**src/rtl/npu_inst_assembler.sv**
```systemverilog
// Collects PARTS host fragments into one instruction (fallback completion on inter-fragment timeout)
// and buffers completed instructions in a first-word-fall-through FIFO for the NPU decoder.
module npu_inst_assembler #(
  parameter int unsigned PART_W     = 32,
  parameter int unsigned PARTS      = 4,
  parameter int unsigned TIMEOUT    = 2000000,
  parameter int unsigned SHORT_MODE = 0,
  parameter int unsigned FIFO_DEPTH = 4
) (
  input  logic                    npu_inst_clk,
  input  logic                    RESETN,
  input  logic [PART_W-1:0]       npu_inst_part,
  input  logic                    npu_inst_part_en,
  output logic [PARTS*PART_W-1:0] npu_inst,
  output logic                    npu_inst_short,
  output logic                    npu_inst_vld,
  input  logic                    npu_inst_rdy,
  input  logic                    err_clr,
  output logic                    err_short,
  output logic                    err_ovf,
  output logic [15:0]             drop_cnt,
  output logic [15:0]             inst_cnt
);

  localparam int unsigned INST_W = PART_W * PARTS;
  localparam int unsigned FW     = $clog2(PARTS);
  localparam int unsigned TW     = (TIMEOUT > 0) ? $clog2(TIMEOUT + 1) : 1;
  localparam int unsigned AW     = $clog2(FIFO_DEPTH);
  localparam logic [FW-1:0] LAST = FW'(PARTS - 1);
  localparam logic [TW-1:0] TMAX = (TIMEOUT > 0) ? TW'(TIMEOUT - 1) : '0;

  typedef enum logic {IDLE, COLLECT} state_t;

  state_t            state, state_nx;
  logic [INST_W-1:0] sr, sr_nx, sr_shift;
  logic [FW-1:0]     frag_cnt, frag_nx;
  logic [TW-1:0]     timer, timer_nx;
  logic              push_req, push_short, tmo_fire;
  logic [INST_W-1:0] push_data;

  assign sr_shift = {sr[INST_W-PART_W-1:0], npu_inst_part};

  // sr is cleared on every completion so a later short instruction has zero-filled MSBs
  always_comb begin
    state_nx   = state;
    sr_nx      = sr;
    frag_nx    = frag_cnt;
    timer_nx   = timer;
    push_req   = 1'b0;
    push_short = 1'b0;
    push_data  = sr_shift;
    tmo_fire   = 1'b0;
    case (state)
      IDLE: begin
        if (npu_inst_part_en) begin
          sr_nx    = sr_shift;
          frag_nx  = FW'(1);
          timer_nx = '0;
          state_nx = COLLECT;
        end
      end
      COLLECT: begin
        if (npu_inst_part_en) begin
          timer_nx = '0;
          if (frag_cnt == LAST) begin
            push_req = 1'b1;
            sr_nx    = '0;
            frag_nx  = '0;
            state_nx = IDLE;
          end else begin
            sr_nx   = sr_shift;
            frag_nx = frag_cnt + FW'(1);
          end
        end else if ((TIMEOUT != 0) && (timer == TMAX)) begin
          tmo_fire   = 1'b1;
          push_req   = (SHORT_MODE != 0);
          push_short = 1'b1;
          push_data  = sr;
          sr_nx      = '0;
          frag_nx    = '0;
          timer_nx   = '0;
          state_nx   = IDLE;
        end else if (timer != '1) begin
          timer_nx = timer + TW'(1);
        end
      end
      default: state_nx = IDLE;
    endcase
  end

  always_ff @(posedge npu_inst_clk) begin
    if (!RESETN) begin
      state     <= IDLE;
      sr        <= '0;
      frag_cnt  <= '0;
      timer     <= '0;
      err_short <= 1'b0;
    end else begin
      state     <= state_nx;
      sr        <= sr_nx;
      frag_cnt  <= frag_nx;
      timer     <= timer_nx;
      err_short <= tmo_fire;
    end
  end

  logic [INST_W:0] mem [FIFO_DEPTH];
  logic [AW-1:0]   wptr, rptr;
  logic [AW:0]     count;
  logic            full, pop, accept, drop;
  logic [INST_W:0] head;

  assign full         = (count == (AW+1)'(FIFO_DEPTH));
  assign npu_inst_vld = (count != '0);
  assign pop          = npu_inst_vld && npu_inst_rdy;
  assign accept       = push_req && (!full || pop);
  assign drop         = push_req && full && !pop;
  assign head         = mem[rptr];
  assign npu_inst       = npu_inst_vld ? head[INST_W-1:0] : '0;
  assign npu_inst_short = npu_inst_vld ? head[INST_W] : 1'b0;

  always_ff @(posedge npu_inst_clk) begin
    if (accept) mem[wptr] <= {push_short, push_data};
  end

  always_ff @(posedge npu_inst_clk) begin
    if (!RESETN) begin
      wptr     <= '0;
      rptr     <= '0;
      count    <= '0;
      inst_cnt <= '0;
      drop_cnt <= '0;
      err_ovf  <= 1'b0;
    end else begin
      if (accept) wptr <= wptr + AW'(1);
      if (pop)    rptr <= rptr + AW'(1);
      if (accept && !pop)      count <= count + (AW+1)'(1);
      else if (!accept && pop) count <= count - (AW+1)'(1);
      if (accept) inst_cnt <= inst_cnt + 16'd1;
      // a drop in the clear cycle takes priority: the count restarts at one
      if (drop) begin
        err_ovf  <= 1'b1;
        drop_cnt <= err_clr ? 16'd1 : ((drop_cnt == '1) ? drop_cnt : drop_cnt + 16'd1);
      end else if (err_clr) begin
        err_ovf  <= 1'b0;
        drop_cnt <= '0;
      end
    end
  end

endmodule

```
**config.mk**
```make
export PLATFORM = sky130hd
export DESIGN_NAME = npu_inst_assembler
export DESIGN_NICKNAME = d
export VERILOG_FILES = /design/src/rtl/npu_inst_assembler.sv
export SDC_FILE = /design/constraint.sdc
export NUM_CORES = 1
export LEC_CHECK = 0
export ABC_AREA = 1
export CAP_MARGIN = 20
export CORE_ASPECT_RATIO = 1.2
export CORE_MARGIN = 4
export CORE_UTILIZATION = 60
export CTS_BUF_LIST = sky130_fd_sc_hd__clkbuf_8
export DETAILED_ROUTE_END_ITERATION = 6
export PLACE_DENSITY_LB_ADDON = 0.05
export SETUP_SLACK_MARGIN = 0.5
export SLEW_MARGIN = 15
export SYNTH_ARGS = -nofsm -noshare
export SYNTH_HDL_FRONTEND = slang
export SYNTH_SLANG_ARGS = --single-unit
export TNS_END_PERCENT = 100
```
**constraint.sdc**
```tcl
create_clock -name npu_inst_clk -period 25.3 [get_ports npu_inst_clk]
set_clock_uncertainty 0.1 [all_clocks]
set_input_delay 6.325 -clock npu_inst_clk [delete_from_list [all_inputs] [get_ports npu_inst_clk]]
set_output_delay 6.325 -clock npu_inst_clk [all_outputs]
set_load 0.05 [all_outputs]
```
==> flow_metrics.py, run 1 <==
metrics = {
    "global_routing": {
        "grt.overflow.total": 0,
        "antenna_found_initial": 4,
        "grt_pass1_vias": 22300,
        "grt_start_max_net_pins": 170,
        "grt_pass1_wl_um": 123000,
        "track_usage_pct": 28.1,
    },
    "synth": {
        "yosysUniqueCellTypes": 40,
        "synthTopCellsByArea": "edfxtp_1 (51%), dfxtp_1 (13%), nor2_1 (9.1%)",
        "synth_top_area_cell": "edfxtp_1",
        "synth_top_area_share_pct": 50.5,
        "synth_seq_cells": 711,
        "ys_seq_area_share_pct": 63.2,
        "synthCells": 3234,
        "avgSynthCellArea_um2": 9.49,
        "ys_warn_count": 0,
        "syn-num-nets": 3281,
        "syn_area_um2": 30700,
    },
    "detailed_routing": {
        "num_vias": 23200,
        "ant_nets": 0,
        "viasPerCell": 5.65,
        "drt_iter0_drc": 2025,
        "drc": 0,
        "avgRoutedWirePerCell_um": 19.2,
        "dr.pass1.iters": 5,
        "wirelength_um": 78700,
    },
    "floorplan": {
        "die_area_um2": 54800,
        "row_count": 90,
        "ios": 201,
        "coreArea_um2": 50400,
        "die_w_um": 214,
        "fp.dieH_um": 256,
        "start_util_pct": 60.8,
    },
    "pwr": {
        "power.leakage_nw": 13.6,
        "ir_drop_mv": 0.106,
        "power_mw": 3.41,
        "p_per_area_nw_per_um2": 98.2,
    },
    "worst_setup_path": {
        "worst_ep_arrival_time_ps": 4820,
        "cp_slowest_stage_delay_ps": 860,
        "crit_fanout": 99,
        "cp_cell_sequence": "buf_4 > buf_16 > buf_4 > nor2_1 > nor2_1 > o21ai_0 > a21oi_1 > clkdlybuf4s50_1",
        "worst-setup-path-type": "register to output port",
        "slowest_stage": "buf_4",
        "end_kind": "output port",
        "critPathBufInv": 4,
        "cp_top_family": "buffers and inverters",
        "cp.required_ps": 18880,
        "r2r_slack_ps": 20980,
        "setup.worst_path.start_class": "register",
    },
    "final_layout": {
        "layout_commonest_cell": "nor2_1",
        "areaGrowthSynthToFinish_pct": 13.2,
        "final_cell_mix": "nor2_1 (742), edfxtp_1 (516), o21ai_0 (381)",
        "layout.nets": 3416,
        "drive_above_1_share_pct": 5.61,
        "fin_util_pct": 68.9,
        "fin_cells": 4103,
    },
    "sta": {
        "max_slew_margin_pct": 22.4,
        "setup_viol": 0,
        "fin_ws_ps": 14050,
        "rsz0062_at_grt": "false",
        "slew_viol_final": 0,
        "tns_ps": 0,
        "hold_viol": 0,
        "worst_pin_slew_ps": 1160,
        "max_freq_ghz": 0.0889,
        "fin_crit_sh_pct": 44.4,
        "fin_crit_ps": 11250,
    },
    "clock_tree": {
        "ctsRootBufferMaster": "clkbuf_8",
        "ctsResizeCount": 0,
        "clkSlewWorstSetupHoldPaths_ps": 70,
        "holdBufCountCts": 0,
        "clk_latency_ps": 710,
        "cts_sinks": 711,
        "postCtsSetupBuffers": 0,
        "numCtsBuffers": 105,
        "cts.path.max_buffers": 3,
        "cts_tree": "built",
        "h-tree-depth": 3,
    },
    "placed_design": {
        "dp_worst_setup_slack_ps": 14500,
        "dp_hpwl_um": 45900,
        "portBuffers": 200,
        "place_congestion": 0.852,
        "dp_cells": 3901,
    },
    "min_path": {
        "hp-class": "register to register",
    },
    "flow_run": {
        "drv_cap": 0,
    },
    "run_status": {
        "status": "finished clean",
    },
}
[final timing paths]
check	endpoint	cells after the start	startpoint
worst max-delay path	npu_inst[41]	8	register
worst min-delay path	register	2	rptr[1]
worst max register to register	mem[3][95]	10	timer[0]
worst min register to register	register	2	rptr[1]
[worst min-delay path, stage by stage (launching register included)]
cell and delay, ps:
dfxtp_1 300, inv_1 60, a21oi_1 70
[through the flow]
stage	cell area [um^2]	hold slack, ps
2_1_floorplan	30700	336
3_3_place_gp	32600	340
3_5_place_dp	32600	366
4_1_cts	34600	375
5_1_grt	34700	404
6_report	34700	375
[cells in the mapped netlist, drive strengths merged]
cell type and instances:
o21ai 545, or2 3, a31oi 2, clkinv 2
xnor2 1, and3 2, nor4 1, nor3 15
clkbuf 95, o21bai 7, nand4 19, xor2 5
fa 1, edfxtp 516, inv 336, buf 102
nor2 750, dfxtp 195, nand3 37, ha 9
a31o 1, a21oi 310, nand2 274, o21a 2
and2 2, nand3b 2
[sequential cells by signal (all words and copies together), names as in the netlist, named ones only]
| signal | count |
|---|---|
| rptr | 2 |
| mem | 516 |
| inst_cnt | 16 |
| sr | 128 |
| err_short | 1 |
| count | 3 |
| timer | 21 |
| state | 1 |
| frag_cnt | 2 |
| drop_cnt | 16 |
| err_ovf | 1 |
| wptr | 2 |
[cell type report]
type / instances / area (um^2)
tap: 644 / 806
multi-input combinational: 1988 / 8960
sequential: 711 / 19400
clock buffer: 118 / 1620
fill: 3933 / 15700
clock inverter: 78 / 360
inverter: 338 / 1280
antenna: 1 / 2.50
timing repair buffer: 225 / 2300
[report_power, final]
| group | internal, mW | switching [mW] | total [mW] |
|---|---|---|---|
| Sequential | 1.27 | 0.0381 | 1.31 |
| Clock | 0.437 | 0.430 | 0.868 |
| Combinational | 0.341 | 0.897 | 1.24 |
| Total | 2.05 | 1.36 | 3.41 |
[cell families after synthesis]
group	after synthesis	share of synthesized area, %
adder cells (fa/ha/maj)	10	0.432
AO/OA/AOI/OAI	867	14.2
XOR/XNOR	6	0.171
flip-flops	711	63.2
AND/OR/NAND/NOR	1105	14.2
buffers and inverters	535	7.76
[metal layers]
metal,share of wire [%],GRT usage (%),vias to the layer above,wire length [um]
met3,7.9,5.81,113,6240
met2,48,46.5,857,38100
met4,2.6,8.83,6,2050
met1,41,37.7,11100,32300
met5,0.058,0,-,46
li1,-,-,11100,-
Power figures use the tool's default switching activity.
==> run 2, diff against run 1 <==
Clock period 25.3 ns to 10.5 ns, I/O delays scaled along.
==> flow_metrics.py, run 2 (synthesized netlist as in run 1, its figures left out) <==
metrics = {
    "run_status": {
        "status": "finished clean",
    },
    "global_routing": {
        "grt_util_met2_pct": 45.2,
        "grt_start_max_net_pins": 132,
        "top_usage_layer": "met2",
        "grt.overflow.total": 0,
        "grt_pass1_vias": 21500,
        "track_usage_pct": 27.7,
        "antenna_found_initial": 3,
        "use_met3_pct": 5.56,
        "grt_pass1_wl_um": 120000,
        "grt_use_met1_pct": 37.9,
    },
    "clock_tree": {
        "cts_sinks": 711,
        "cts_tree": "built",
        "ctsRootBufferMaster": "clkbuf_8",
        "h-tree-depth": 3,
        "postCtsSetupBuffers": 0,
        "clk_latency_ps": 720,
        "numCtsBuffers": 106,
        "cts.path.max_buffers": 3,
        "ctsResizeCount": 0,
        "holdBufCountCts": 0,
        "clkSlewWorstSetupHoldPaths_ps": 60,
    },
    "detailed_routing": {
        "wirelength_um": 78100,
        "drc": 0,
        "num_vias": 22900,
        "drt_iter0_drc": 2269,
        "dr.pass1.iters": 6,
        "avgRoutedWirePerCell_um": 19.0,
        "viasPerCell": 5.58,
        "ant_nets": 0,
    },
    "floorplan": {
        "row_count": 90,
        "start_util_pct": 60.8,
        "die_w_um": 214,
        "die_area_um2": 54800,
        "ios": 201,
        "coreArea_um2": 50400,
        "fp.dieH_um": 256,
    },
    "worst_setup_path": {
        "cp.required_ps": 7780,
        "cp_cell_sequence": "buf_4 > buf_4 > nor2_1 > nor2_1 > o21ai_0 > a21oi_1 > clkdlybuf4s50_1",
        "slowest_stage": "dfxtp_4",
        "crit_fanout": 82,
        "worst-setup-path-type": "register to output port",
        "critPathBufInv": 3,
        "worst_ep_arrival_time_ps": 4600,
        "cp_slowest_stage_delay_ps": 920,
        "setup.worst_path.start_class": "register",
        "end_kind": "output port",
        "cp_top_family": "buffers and inverters",
    },
    "sta": {
        "worst_pin_slew_ps": 1170,
        "rsz0062_at_grt": "false",
        "tns_ps": 0,
        "max_slew_margin_pct": 21.8,
        "max_freq_ghz": 0.137,
        "hold_viol": 0,
        "fin_crit_ps": 7320,
        "holdWs_ps": 365,
        "slew_viol_final": 0,
        "setup_viol": 0,
        "fin_crit_sh_pct": 69.8,
    },
    "placed_design": {
        "portBuffers": 200,
        "place_congestion": 0.838,
        "dp_hpwl_um": 45300,
        "dp_cells": 3902,
    },
    "final_layout": {
        "areaGrowthSynthToFinish_pct": 13.6,
        "layout_commonest_cell": "nor2_1",
        "largestRegisters": "mem x516, sr x128, timer x21",
        "multi_input_area_um2": 8960,
        "regArea_um2": 19400,
        "layout.nets": 3414,
        "drive_above_1_share_pct": 5.78,
        "fin_cells": 4105,
        "final_cell_mix": "nor2_1 (742), edfxtp_1 (516), o21ai_0 (381)",
        "largest_reg_flops": 516,
        "top_register": "mem",
        "fillers": 3905,
    },
    "pwr": {
        "power.leakage_nw": 13.7,
        "p_per_area_nw_per_um2": 239,
        "ir_drop_mv": 0.223,
    },
    "flow_run": {
        "drv_cap": 0,
    },
    "min_path": {
        "hp-class": "register to register",
    },
}
run 2: cell count changes in the layout (fill, tap and decap cells not counted), sizes merged:
cell	change
clkbuf	+9
buf	-3
bufinv	+3
clkinv	-3
inv	-3
clkinvlp	-2
diode	+1
run 2: area by class of cell:
type,instances,area share [%]
antenna,2,0.0144
clock buffer,127,5.02
clock inverter,73,1.15
inverter,338,3.68
multi-input combinational,1988,25.7
sequential,711,55.7
tap,644,2.31
timing repair buffer,222,6.41
run 2: routing by layer:
| layer | part of all wire (%) | up-vias |
|---|---|---|
| li1 | - | 11100 |
| met5 | 0.027 | - |
| met3 | 8.4 | 107 |
| met1 | 41 | 10900 |
| met4 | 2.3 | 4 |
| met2 | 48 | 863 |
run 2: final timing paths:
path,end,slack [ps],cells past startpoint,startpoint
setup reg to reg,count[2],6730,14,count[0]
hold / removal,register,360,2,rptr[1]
setup / recovery,npu_inst[8],3180,7,register
hold reg to reg,register,360,2,rptr[1]
run 2: stage by stage:
step | setup WS, ps | total power [mW] | instance area, um^2 | util, %
4_1_cts | 2870 | 8.37 | 34800 | 69.0
5_1_grt | 2870 | 8.66 | 34800 | 69.1
3_5_place_dp | 3630 | 6.15 | 32700 | 64.7
6_report | 3180 | 8.31 | 34800 | 69.1
3_3_place_gp | 3460 | 6.12 | 32600 | 64.7
2_1_floorplan | 1140 | 5.14 | 30700 | -
run 2: report_power, final:
group	switching (mW)	leakage, nW	internal, mW
sequential	0.0964	6.29	3.06
combinational	2.14	6.09	0.797
clock	1.03	1.28	1.19
total	3.26	13.7	5.04
run 2: worst register-to-register path, delay by kind of cell (launching register included):
kind | cells | cell delay, ps
buffers and inverters | 4 | 1730
and+or+nand+nor | 6 | 770
adders and majority gates | 2 | 530
DFF | 1 | 340
AOI/OAI and AO/OA | 2 | 230
